--- src/rtl/core_biu_arbiter_pkg.sv ---
// Shared encodings and default widths for the BIU memory-port arbiter.
package core_biu_arbiter_pkg;

  localparam int CORE_XLEN            = 32;
  localparam int CORE_LSU_WMASK_WIDTH = 4;

  typedef enum logic [1:0] {
    CORE_BIU_ARB_IDLE = 2'd0,
    CORE_BIU_ARB_REQ  = 2'd1,
    CORE_BIU_ARB_RSP  = 2'd2
  } biu_arb_state_e;

  typedef enum logic {
    CORE_BIU_OWN_IFU = 1'b0,
    CORE_BIU_OWN_LSU = 1'b1
  } biu_own_e;

endpackage

--- src/rtl/core_biu_arb_grant.sv ---
// Two-way combinational grant: fixed LSU priority, or a round-robin tie-break
// when CORE_BIU_ARB_RR_EN is defined.
module core_biu_arb_grant (
  input  logic ifu_valid,
  input  logic lsu_valid,
`ifdef CORE_BIU_ARB_RR_EN
  input  logic rr_favor_ifu,
`endif
  output logic gnt_ifu,
  output logic gnt_lsu
);

`ifdef CORE_BIU_ARB_RR_EN
  assign gnt_lsu = lsu_valid & ~(ifu_valid & rr_favor_ifu);
`else
  assign gnt_lsu = lsu_valid;
`endif
  assign gnt_ifu = ifu_valid & ~gnt_lsu;

endmodule

--- src/rtl/core_biu_arbiter.sv ---
// Shares the single memory port between fetch and load/store, one transaction
// in flight at a time. Define CORE_BIU_ARB_RR_EN for round-robin arbitration.
module core_biu_arbiter
  import core_biu_arbiter_pkg::*;
#(
  parameter int XLEN    = CORE_XLEN,
  parameter int WMASK_W = CORE_LSU_WMASK_WIDTH
) (
  input  logic               clk,
  input  logic               rst,

  input  logic               ifu_req_valid,
  output logic               ifu_req_ready,
  input  logic [XLEN-1:0]    ifu_req_addr,
  input  logic               ifu_flush,
  output logic               ifu_rsp_valid,
  output logic [XLEN-1:0]    ifu_rsp_rdata,

  input  logic               lsu_req_valid,
  output logic               lsu_req_ready,
  input  logic [XLEN-1:0]    lsu_req_addr,
  input  logic [XLEN-1:0]    lsu_req_wdata,
  input  logic [WMASK_W-1:0] lsu_req_wmask,
  input  logic               lsu_req_wen,
  output logic               lsu_rsp_valid,
  output logic [XLEN-1:0]    lsu_rsp_rdata,

  output logic               mem_req_valid,
  input  logic               mem_req_ready,
  output logic [XLEN-1:0]    mem_addr,
  output logic [XLEN-1:0]    mem_wdata,
  output logic [WMASK_W-1:0] mem_wmask,
  output logic               mem_wen,
  input  logic               mem_rsp_valid,
  input  logic [XLEN-1:0]    mem_rsp_rdata
);

  biu_arb_state_e state;
  biu_own_e       own;
  logic           drop;
  logic           gnt_ifu;
  logic           gnt_lsu;
  logic           ifu_hs;
  logic           lsu_hs;
  logic           ifu_flush_hit;

  // A fetch being flushed must not win arbitration in that cycle.
  core_biu_arb_grant u_grant (
    .ifu_valid    (ifu_req_valid & ~ifu_flush),
    .lsu_valid    (lsu_req_valid),
`ifdef CORE_BIU_ARB_RR_EN
    .rr_favor_ifu (rr_favor_ifu),
`endif
    .gnt_ifu      (gnt_ifu),
    .gnt_lsu      (gnt_lsu)
  );

  assign ifu_req_ready = (state == CORE_BIU_ARB_IDLE) & gnt_ifu;
  assign lsu_req_ready = (state == CORE_BIU_ARB_IDLE) & gnt_lsu;
  assign ifu_hs        = ifu_req_valid & ifu_req_ready;
  assign lsu_hs        = lsu_req_valid & lsu_req_ready;
  assign mem_req_valid = (state == CORE_BIU_ARB_REQ);
  assign ifu_flush_hit = ifu_flush & (own == CORE_BIU_OWN_IFU);

  // NOTE: sequential state uses non-blocking assignments so every flop samples
  // the pre-edge values regardless of statement order.
  always_ff @(posedge clk) begin
    if (rst) begin
      state         <= CORE_BIU_ARB_IDLE;
      own           <= CORE_BIU_OWN_IFU;
      drop          <= 1'b0;
      mem_addr      <= '0;
      mem_wdata     <= '0;
      mem_wmask     <= '0;
      mem_wen       <= 1'b0;
      ifu_rsp_valid <= 1'b0;
      ifu_rsp_rdata <= '0;
      lsu_rsp_valid <= 1'b0;
      lsu_rsp_rdata <= '0;
    end else begin
      ifu_rsp_valid <= 1'b0;
      lsu_rsp_valid <= 1'b0;
      case (state)
        CORE_BIU_ARB_IDLE: begin
          if (lsu_hs) begin
            mem_addr  <= lsu_req_addr;
            mem_wdata <= lsu_req_wdata;
            mem_wmask <= lsu_req_wmask;
            mem_wen   <= lsu_req_wen;
            own       <= CORE_BIU_OWN_LSU;
            state     <= CORE_BIU_ARB_REQ;
          end else if (ifu_hs) begin
            // Fetches are reads: never let stale store controls leak through.
            mem_addr  <= ifu_req_addr;
            mem_wdata <= '0;
            mem_wmask <= '0;
            mem_wen   <= 1'b0;
            own       <= CORE_BIU_OWN_IFU;
            state     <= CORE_BIU_ARB_REQ;
          end
        end
        CORE_BIU_ARB_REQ: begin
          if (mem_req_ready) state <= CORE_BIU_ARB_RSP;
          if (ifu_flush_hit) drop <= 1'b1;
        end
        CORE_BIU_ARB_RSP: begin
          if (mem_rsp_valid) begin
            state <= CORE_BIU_ARB_IDLE;
            drop  <= 1'b0;
            if (own == CORE_BIU_OWN_LSU) begin
              lsu_rsp_valid <= 1'b1;
              lsu_rsp_rdata <= mem_rsp_rdata;
            end else if (!drop && !ifu_flush) begin
              ifu_rsp_valid <= 1'b1;
              ifu_rsp_rdata <= mem_rsp_rdata;
            end
          end else if (ifu_flush_hit) begin
            drop <= 1'b1;
          end
        end
        default: state <= CORE_BIU_ARB_IDLE;
      endcase
    end
  end

`ifdef CORE_BIU_ARB_RR_EN
  logic rr_favor_ifu;

  // After a grant, the next tie goes to the requester that just lost.
  always_ff @(posedge clk) begin
    if (rst) begin
      rr_favor_ifu <= 1'b0;
    end else if (lsu_hs) begin
      rr_favor_ifu <= 1'b1;
    end else if (ifu_hs) begin
      rr_favor_ifu <= 1'b0;
    end
  end
`endif

  // Memory must only answer an accepted request.
  a_stray_rsp: assert property (@(posedge clk) disable iff (rst)
    mem_rsp_valid |-> (state == CORE_BIU_ARB_RSP))
    else $warning("core_biu_arbiter: memory response outside RSP state ignored");

endmodule

--- config.mk ---
export PLATFORM = sky130hd
export DESIGN_NAME = core_biu_arbiter
export DESIGN_NICKNAME = d
export VERILOG_FILES = /design/src/rtl/core_biu_arbiter_pkg.sv /design/src/rtl/core_biu_arb_grant.sv /design/src/rtl/core_biu_arbiter.sv
export SDC_FILE = /design/constraint.sdc
export NUM_CORES = 1
export LEC_CHECK = 0
export ABC_AREA = 1
export CAP_MARGIN = 0
export CORE_MARGIN = 3
export CORE_UTILIZATION = 40
export DETAILED_ROUTE_END_ITERATION = 7
export HOLD_SLACK_MARGIN = 0.1
export PLACE_DENSITY = 0.86
export RECOVER_POWER = 25
export SLEW_MARGIN = 25
export SYNTH_ARGS = -nofsm -noshare
export SYNTH_HDL_FRONTEND = slang
export SYNTH_HIERARCHICAL = 1
export SYNTH_SLANG_ARGS = --single-unit
--- constraint.sdc ---
create_clock -name clk -period 2 [get_ports clk]
set_input_delay 0.2 -clock clk [delete_from_list [all_inputs] [get_ports clk]]
set_output_delay 0.2 -clock clk [all_outputs]
set_load 0.02 [all_outputs]
==> report_table.html, run 1 <==
<table>
<tr><th>Metric</th><th>Value</th></tr>
<tr><th colspan="2">Clock network</th></tr>
<tr><td>Postcts setup bufs</td><td>0</td></tr>
<tr><td>Num CTS Buffers</td><td>17</td></tr>
<tr><td>Sink count of the clock tree</td><td>139</td></tr>
<tr><td>CTS Root Buffer Type</td><td>clkbuf_16</td></tr>
<tr><td>Hold buffer count at CTS</td><td>0</td></tr>
<tr><td>Clock latency reported for the late side of the worst-skew pair</td><td>0.41 ns</td></tr>
<tr><td>Number of H-tree branching levels</td><td>4</td></tr>
<tr><td>Number of buffers on the longest clock path</td><td>2</td></tr>
<tr><td>CTS tree</td><td>done</td></tr>
<tr><td>Reg clk slew, reported paths</td><td>0.06 ns</td></tr>
<tr><th colspan="2">Drt</th></tr>
<tr><td>Initial DRC Count</td><td>449</td></tr>
<tr><td>DRC errors left</td><td>0</td></tr>
<tr><td>Number of vias after detailed routing</td><td>5641</td></tr>
<tr><td>Total routed wirelength</td><td>17.1 mm</td></tr>
<tr><td>Residual antenna-violating net count after detailed routing</td><td>0</td></tr>
<tr><td>Routed wire per std cell</td><td>14.5 µm</td></tr>
<tr><td>Detailed-route wire length on metal 1</td><td>6.51 mm</td></tr>
<tr><td>Metal3 WL</td><td>1.82 mm</td></tr>
<tr><td>Number of detailed-routing iterations run before antenna repair</td><td>4</td></tr>
<tr><td>Detailed-routed wire length on met2</td><td>8.33 mm</td></tr>
<tr><td>Routed vias/inst</td><td>4.79</td></tr>
<tr><td>Highest routed metal layer</td><td>met4</td></tr>
<tr><th colspan="2">Synthesis</th></tr>
<tr><td>Leading post-synthesis cells by cell area</td><td>dfxtp_1 52%, nand2_1 12%, nor2_1 9.5%</td></tr>
<tr><td>Xor and xnor area share after synthesis</td><td>0%</td></tr>
<tr><td>Post-synthesis cell type count</td><td>21</td></tr>
<tr><td>Simple logic cell fraction of the synthesized area</td><td>23.1%</td></tr>
<tr><td>Syn Nets</td><td>878</td></tr>
<tr><td>FF+latch count, synth</td><td>139</td></tr>
<tr><td>Synth Area in Adders</td><td>1.17%</td></tr>
<tr><td>Most area-hungry cell type in the Yosys netlist</td><td>dfxtp_1</td></tr>
<tr><td>Cell count after synthesis</td><td>733</td></tr>
<tr><td>Post-synthesis area per instance</td><td>7.27 µm²</td></tr>
<tr><td>Number of enable flip-flop cells after synthesis</td><td>0</td></tr>
<tr><td>Mux share of post-synthesis cell area</td><td>0%</td></tr>
<tr><td>Proportion of netlist area held by the largest area contributor</td><td>52.2%</td></tr>
<tr><td>Fraction of the mapped netlist area in compound gates</td><td>16.0%</td></tr>
<tr><td>Ranking of synthesized cells by instance count</td><td>177 x nand2_1, 139 x dfxtp_1, 135 x nor2_1, 95 x o21ai_0, 73 x a21oi_1</td></tr>
<tr><td>Post-synthesis sequential area ratio</td><td>52.2%</td></tr>
<tr><td>Top flip-flop cell by instance count after synthesis</td><td>dfxtp_1</td></tr>
<tr><td>Mapped Area</td><td>5330 µm²</td></tr>
<tr><td>Warnings from Yosys</td><td>6</td></tr>
<tr><td>Proportion of register bits with asynchronous set or reset after synthesis</td><td>0%</td></tr>
<tr><td>Cell with the most instances after synthesis</td><td>nand2_1</td></tr>
<tr><td>Combinational family with the most area after synthesis</td><td>simple AND/OR/NAND/NOR gates</td></tr>
<tr><th colspan="2">GRT</th></tr>
<tr><td>First-pass GRT wire length</td><td>26.5 mm</td></tr>
<tr><td>Maximum number of pins on one net before global-route repair</td><td>71</td></tr>
<tr><td>Number of antenna violations at the first check in global routing</td><td>0</td></tr>
<tr><td>Total congestion overflow</td><td>0</td></tr>
<tr><td>Total global routing track utilization</td><td>22.9%</td></tr>
<tr><td>Number of global-route vias before repair</td><td>5407</td></tr>
<tr><th colspan="2">Floorplanning</th></tr>
<tr><td>Area of the placeable core</td><td>12800 µm²</td></tr>
<tr><td>Effective utilization at floorplan</td><td>41.5%</td></tr>
<tr><td>Die span in y</td><td>121 µm</td></tr>
<tr><td>Number of rows in the core area</td><td>41</td></tr>
<tr><td>Boundary Pins</td><td>278</td></tr>
<tr><td>Die outline width</td><td>121 µm</td></tr>
<tr><td>Die Footprint</td><td>14700 µm²</td></tr>
<tr><th colspan="2">Worst hold path</th></tr>
<tr><td>Worst hold path type</td><td>in2reg</td></tr>
<tr><td>Hold Crit Depth</td><td>2</td></tr>
<tr><td>Worst min-delay path startpoint</td><td>rst</td></tr>
<tr><td>Hold EP</td><td>mem_wdata[21]</td></tr>
<tr><th colspan="2">Power and ir drop</th></tr>
<tr><td>Peak VDD IR</td><td>0.601 mV</td></tr>
<tr><td>Power density over the cells</td><td>1020 nW/µm²</td></tr>
<tr><td>Leakage power figure</td><td>3.64 nW</td></tr>
<tr><th colspan="2">Critical path</th></tr>
<tr><td>Type of the worst setup path</td><td>reg2out</td></tr>
<tr><td>Largest driver fanout on the critical path</td><td>4</td></tr>
<tr><td>Terminus of the critical flop-to-flop path</td><td>mem_addr[9]</td></tr>
<tr><td>Reg-to-reg slack, setup</td><td>0.19 ns</td></tr>
<tr><td>Startpoint type of the worst setup path</td><td>register</td></tr>
<tr><td>Data required time of the worst path</td><td>1.80 ns</td></tr>
<tr><td>Arrival time reported for the critical path endpoint</td><td>1.67 ns</td></tr>
<tr><td>Reg2reg path depth</td><td>9</td></tr>
<tr><td>Launch instance of the worst register-to-register path</td><td>state[1]</td></tr>
<tr><td>Kind of end point of the critical path</td><td>output pin</td></tr>
<tr><th colspan="2">Timing</th></tr>
<tr><td>Final Hold Viols</td><td>0</td></tr>
<tr><td>Total negative slack for setup checks</td><td>0 ns</td></tr>
<tr><td>Final-report setup violation count</td><td>0</td></tr>
<tr><td>Transition time at the pin with the least slew margin</td><td>0.507 ns</td></tr>
<tr><td>Number of max-slew violations in the final report</td><td>0</td></tr>
<tr><td>Unrepaired setup endpoints after global routing</td><td>no</td></tr>
<tr><td>Max frequency</td><td>533 MHz</td></tr>
<tr><td>Worst-case clock skew</td><td>0.00826 ns</td></tr>
<tr><td>Final worst-path cycle share</td><td>93.7%</td></tr>
<tr><td>Final critical delay including setup and external delays</td><td>1.87 ns</td></tr>
<tr><td>Normalized max-slew margin</td><td>66.2%</td></tr>
<tr><td>WHS</td><td>0.146 ns</td></tr>
<tr><th colspan="2">Status</th></tr>
<tr><td>Status</td><td>finished clean</td></tr>
<tr><th colspan="2">Layout</th></tr>
<tr><td>Fraction of layout instances using a drive strength above 1</td><td>4.87%</td></tr>
<tr><td>Storage cell area</td><td>2780 µm²</td></tr>
<tr><td>Nets</td><td>1138</td></tr>
<tr><td>Number of fill cells</td><td>1034</td></tr>
<tr><td>Area occupied by multi-input gates</td><td>2150 µm²</td></tr>
<tr><td>Diode count</td><td>0</td></tr>
<tr><td>Growth of design area from synthesis to finish</td><td>67.4%</td></tr>
<tr><th colspan="2">Placed design</th></tr>
<tr><td>IO Port Bufs</td><td>277</td></tr>
<tr><td>Final RePlAce weighted congestion</td><td>0.841</td></tr>
<tr><td>Dpl hpwl</td><td>12.3 mm</td></tr>
<tr><th colspan="2">Job</th></tr>
<tr><td>Max-cap viol count</td><td>0</td></tr>
</table>
[worst max-delay path by stage]
stage | start | end | slack (ns)
after CTS | state[1] | mem_req_valid | 0.09
after detailed placement | ifu_req_valid | ifu_req_ready | 0.15
after floorplan | state[0] | mem_addr[21] | 0.49
after global routing | state[1] | mem_req_valid | 0.04
after global placement | ifu_req_valid | ifu_req_ready | 0.16
final | state[1] | mem_req_valid | 0.13
[power breakdown]
part | switching, mW | internal (mW)
clock network | 1.16 | 2.28
registers | 0.161 | 3.09
logic | 1.30 | 1.08
[placed cells by master, fill, tap and decap left out, types with 2 or more instances in the layout]
cell and count:
ha_1 5, buf_4 5, bufinv_16 5, nor2_1 135, dlygate4sd2_1 2, clkinv_2 2
dfxtp_1 139, clkbuf_8 2, a21oi_1 73, inv_1 46, clkinvlp_4 3, clkdlybuf4s50_1 220
nand3_1 5, o21ai_0 95, clkbuf_16 17, buf_12 6, nand2_1 177, dlygate4sd3_1 54
clkbuf_1 3, inv_2 2
[per-stage QoR]
| stage | worst slack (ns) | instance area [µm²] | instances | util (%) | total power, mW |
|---|---|---|---|---|---|
| floorplan | 0.487 | 5330 | 733 | - | 4.54 |
| global placement | 0.163 | 8280 | 1146 | 64.6 | 5.71 |
| detailed placement | 0.149 | 8280 | 1146 | 64.6 | 5.76 |
| CTS | 0.0903 | 8930 | 1178 | 69.7 | 9.20 |
| global route | 0.0423 | 8910 | 1178 | 69.5 | 9.51 |
| finish | 0.125 | 8910 | 1178 | 69.5 | 9.08 |
[metal layers]
| metal | vias up | GRT usage, % |
|---|---|---|
| li1 | 2835 | - |
| met1 | 2532 | 24.8 |
| met2 | 245 | 39.5 |
| met3 | 29 | 9.51 |
| met4 | 0 | 8.75 |
| met5 | - | 0 |
[critical path, stage by stage (launching register included)]
cell and delay [ns]:
dfxtp_1 0.32, inv_1 0.12, ha_1 0.20, clkdlybuf4s50_1 0.62
[kinds of logic (layout without fill, tap and decap cells)]
group,Yosys count,in the layout
AND/OR/NAND/NOR,322,322
flip-flops,139,139
AO/OA/AOI/OAI,170,170
adder cells (fa/ha/maj),5,5
buffers and inverters,97,370
[layout make-up]
| cell class | instances | share of cell area [%] |
|---|---|---|
| flip-flops and latches | 139 | 31.2 |
| repair buffers | 290 | 33.0 |
| clock inverters | 11 | 2.15 |
| clock buffers | 21 | 5.16 |
| inverters | 48 | 2.02 |
| well taps | 172 | 2.41 |
| multi-input cells | 497 | 24.1 |
[flip-flops by register name (all words and copies together) (netlist names)]
name and flops:
mem_wmask 4, mem_addr 32, lsu_rsp_rdata 32, mem_wdata 32, mem_wen 1, ifu_rsp_valid 1, drop 1, state 2
lsu_rsp_valid 1, ifu_rsp_rdata 32, own 1
[repair_timing]
action | CTS | global route
setup endpoints to repair | 2 | 0
hold endpoints to repair | 0 | 0
gates resized for setup | 3 | 0
Note: power is estimated with default switching activity, not from simulation.
==> run 2, diff against run 1 <==
--- a/config.mk
+++ b/config.mk
@@ -7,7 +7,7 @@
 export LEC_CHECK = 0
 export ABC_AREA = 1
 export CAP_MARGIN = 0
-export CORE_MARGIN = 3
+export CORE_MARGIN = 10
 export CORE_UTILIZATION = 40
 export DETAILED_ROUTE_END_ITERATION = 7
 export HOLD_SLACK_MARGIN = 0.1
==> run 2 against run 1 <==
Critical path depth unchanged; register-to-register slack better by 0.02 ns; die area is 24% higher; largest power group is now sequential cells; worst hold slack improved by 0.20 ns; first-iteration DRC count is 51% lower; final area fell by 0.29%; critical endpoint unchanged.
==> report_table.html, run 2 (synthesis results as in run 1) <==
<table>
<tr><th>Metric</th><th>Value</th></tr>
<tr><th colspan="2">Clock network</th></tr>
<tr><td>Hold buffer count at CTS</td><td>0 (unchanged)</td></tr>
<tr><td>Num CTS Buffers</td><td>17 (unchanged)</td></tr>
<tr><td>Postcts setup bufs</td><td>0 (unchanged)</td></tr>
<tr><td>Number of H-tree branching levels</td><td>4 (unchanged)</td></tr>
<tr><td>CTS tree</td><td>done</td></tr>
<tr><td>Clock latency reported for the late side of the worst-skew pair</td><td>0.41 ns (about the same)</td></tr>
<tr><td>Reg clk slew, reported paths</td><td>0.06 ns (about the same)</td></tr>
<tr><td>Sink count of the clock tree</td><td>139 (unchanged)</td></tr>
<tr><td>Number of buffers on the longest clock path</td><td>2 (unchanged)</td></tr>
<tr><td>CTS Root Buffer Type</td><td>clkbuf_16</td></tr>
<tr><th colspan="2">Timing</th></tr>
<tr><td>Normalized max-slew margin</td><td>67.4% (+1.2 points)</td></tr>
<tr><td>Worst-case clock skew</td><td>0.00767 ns (-0.000594 ns)</td></tr>
<tr><td>Unrepaired setup endpoints after global routing</td><td>no</td></tr>
<tr><td>Final-report setup violation count</td><td>0 (unchanged)</td></tr>
<tr><td>Final worst-path cycle share</td><td>92.9% (-0.80 points)</td></tr>
<tr><td>Number of max-slew violations in the final report</td><td>0 (unchanged)</td></tr>
<tr><td>Final Hold Viols</td><td>0 (unchanged)</td></tr>
<tr><td>Final critical delay including setup and external delays</td><td>1.86 ns (-0.0160 ns)</td></tr>
<tr><td>Total negative slack for setup checks</td><td>0 ns (unchanged)</td></tr>
<tr><td>Max frequency</td><td>538 MHz (+0.86%)</td></tr>
<tr><td>Transition time at the pin with the least slew margin</td><td>0.489 ns (-0.0181 ns)</td></tr>
<tr><th colspan="2">GRT</th></tr>
<tr><td>Number of antenna violations at the first check in global routing</td><td>0 (unchanged)</td></tr>
<tr><td>Total congestion overflow</td><td>0 (unchanged)</td></tr>
<tr><td>Number of global-route vias before repair</td><td>5339 (-1.3%)</td></tr>
<tr><td>Total global routing track utilization</td><td>19.3% (-3.6 points)</td></tr>
<tr><td>First-pass GRT wire length</td><td>27.9 mm (+5.0%)</td></tr>
<tr><td>Maximum number of pins on one net before global-route repair</td><td>71 (unchanged)</td></tr>
<tr><th colspan="2">Worst hold path</th></tr>
<tr><td>Worst hold path type</td><td>in2reg</td></tr>
<tr><th colspan="2">Critical path</th></tr>
<tr><td>Crit path max-delay family</td><td>buffers and inverters</td></tr>
<tr><td>Delay of the slowest cell on the worst path</td><td>0.62 ns (about the same)</td></tr>
<tr><td>Type of the worst setup path</td><td>reg2out</td></tr>
<tr><td>Critical path's slowest cell</td><td>clkdlybuf4s50_1</td></tr>
<tr><td>Crit-path cells</td><td>inv_1 &gt; ha_1 &gt; clkdlybuf4s50_1</td></tr>
<tr><td>Data required time of the worst path</td><td>1.80 ns (about the same)</td></tr>
<tr><td>Number of buffers and inverters on the critical path</td><td>2 (unchanged)</td></tr>
<tr><td>Largest driver fanout on the critical path</td><td>4 (unchanged)</td></tr>
<tr><td>Arrival time reported for the critical path endpoint</td><td>1.66 ns (about the same)</td></tr>
<tr><td>Kind of end point of the critical path</td><td>output pin</td></tr>
<tr><td>Reg-to-reg slack, setup</td><td>0.21 ns (+0.02 ns)</td></tr>
<tr><td>Startpoint type of the worst setup path</td><td>register</td></tr>
<tr><th colspan="2">Floorplanning</th></tr>
<tr><td>Area of the placeable core</td><td>13100 µm² (+2.4%)</td></tr>
<tr><td>Number of rows in the core area</td><td>42 (+2.4%)</td></tr>
<tr><td>Die outline width</td><td>135 µm (+12%)</td></tr>
<tr><td>Die Footprint</td><td>18300 µm² (+24%)</td></tr>
<tr><td>Effective utilization at floorplan</td><td>40.5% (-0.99 points)</td></tr>
<tr><td>Boundary Pins</td><td>278 (unchanged)</td></tr>
<tr><td>Die span in y</td><td>135 µm (+12%)</td></tr>
<tr><th colspan="2">Layout</th></tr>
<tr><td>Fraction of layout instances using a drive strength above 1</td><td>5.06% (+0.19 points)</td></tr>
<tr><td>Area occupied by multi-input gates</td><td>2150 µm² (unchanged)</td></tr>
<tr><td>Nets</td><td>1139 (+0.088%)</td></tr>
<tr><td>Final cell area excluding filler cells</td><td>8890 µm² (-0.29%)</td></tr>
<tr><td>Diode count</td><td>0 (unchanged)</td></tr>
<tr><td>Highest-count cells in the layout ignoring fill and taps</td><td>241 x clkdlybuf4s50_1, 177 x nand2_1, 139 x dfxtp_1</td></tr>
<tr><td>Storage cell area</td><td>2780 µm² (unchanged)</td></tr>
<tr><td>Final Core Density</td><td>67.7% (-1.9 points)</td></tr>
<tr><td>Growth of design area from synthesis to finish</td><td>66.9%</td></tr>
<tr><td>Number of fill cells</td><td>1052 (+1.7%)</td></tr>
<tr><td>Leading cell type in the layout, fill and taps excluded</td><td>clkdlybuf4s50_1</td></tr>
<tr><th colspan="2">Drt</th></tr>
<tr><td>Total routed wirelength</td><td>18.6 mm (+8.9%)</td></tr>
<tr><td>Number of vias after detailed routing</td><td>5554 (-1.5%)</td></tr>
<tr><td>DRC errors left</td><td>0 (unchanged)</td></tr>
<tr><td>Initial DRC Count</td><td>221 (-51%)</td></tr>
<tr><td>Routed vias/inst</td><td>4.69 (-2.0%)</td></tr>
<tr><td>Number of detailed-routing iterations run before antenna repair</td><td>5 (+1)</td></tr>
<tr><td>Routed wire per std cell</td><td>15.7 µm (+8.5%)</td></tr>
<tr><td>Residual antenna-violating net count after detailed routing</td><td>0 (unchanged)</td></tr>
<tr><th colspan="2">Placed design</th></tr>
<tr><td>Cell area after placement</td><td>8300 µm² (+0.21%)</td></tr>
<tr><td>IO Port Bufs</td><td>277 (unchanged)</td></tr>
<tr><td>Final RePlAce weighted congestion</td><td>0.795 (-5.5%)</td></tr>
<tr><td>Dpl hpwl</td><td>13.7 mm (+11%)</td></tr>
<tr><th colspan="2">Job</th></tr>
<tr><td>Max-cap viol count</td><td>0 (unchanged)</td></tr>
<tr><th colspan="2">Power and ir drop</th></tr>
<tr><td>Leakage power figure</td><td>3.57 nW (-1.9%)</td></tr>
<tr><td>Peak VDD IR</td><td>0.632 mV (+5.2%)</td></tr>
<tr><td>Power density over the cells</td><td>994 nW/µm² (-2.5%)</td></tr>
<tr><td>Power, Total</td><td>8.83 mW (-2.8%)</td></tr>
<tr><th colspan="2">Status</th></tr>
<tr><td>Status</td><td>finished clean</td></tr>
</table>
-- run 2: cell types whose count changed in the layout (fill, tap and decap cells not counted), sizes merged --
cell,change
buf,+1
clkdlybuf4s50,+21
clkinv,+4
clkbuf,-1
bufinv,-2
clkinvlp,-2
dlygate4sd3,-20
-- run 2: final timing paths --
path	from	end	depth (start not counted)
max	state[1]	mem_req_valid	3
min	lsu_req_wdata[5]	mem_wdata[5]	3
max reg2reg	state[1]	mem_addr[3]	9
min reg2reg	lsu_rsp_rdata[11]	lsu_rsp_rdata[11]	2
-- run 2: layer usage --
layer | wire, µm | vias to the layer above | global-route usage (%)
met1 | 7300 | 2481 | 21.0
met4 | 191 | 0 | 6.64
met5 | 0 | - | 0
met3 | 2160 | 12 | 10.1
li1 | - | 2844 | -
met2 | 8950 | 217 | 31.6
-- run 2: per-stage QoR --
stage,cells,hold slack (ns),worst slack [ns]
2_1_floorplan,733,0.348,0.487
3_3_place_gp,1151,0.429,0.158
3_5_place_dp,1151,0.434,0.144
4_1_cts,1183,0.329,0.102
5_1_grt,1183,0.341,0.0334
6_report,1183,0.348,0.141
-- run 2: worst min-delay path, cell delays in order --
cell and delay (ns):
clkdlybuf4s50_1 0.39, nand2_1 0.06, a21oi_1 0.05
-- run 2: where the power goes --
part	internal (mW)	switching, mW
clock	2.02	1.14
combinational	1.09	1.31
sequential	3.10	0.167
-- run 2: cell type report --
cell class                      instances  area share, %
Sequential cell                       139           31.3
Tap cell                              176           2.48
Clock inverter                         11           1.62
Timing Repair Buffer                  291           33.2
Clock buffer                           21           5.18
Multi-Input combinational cell        497           24.2
Inverter                               48           2.03
-- run 2: what timing repair did --
item | CTS | global route
endpoints found under the hold margin | 0 | 0
gates resized for setup | 3 | 0
setup endpoints to repair | 2 | 0
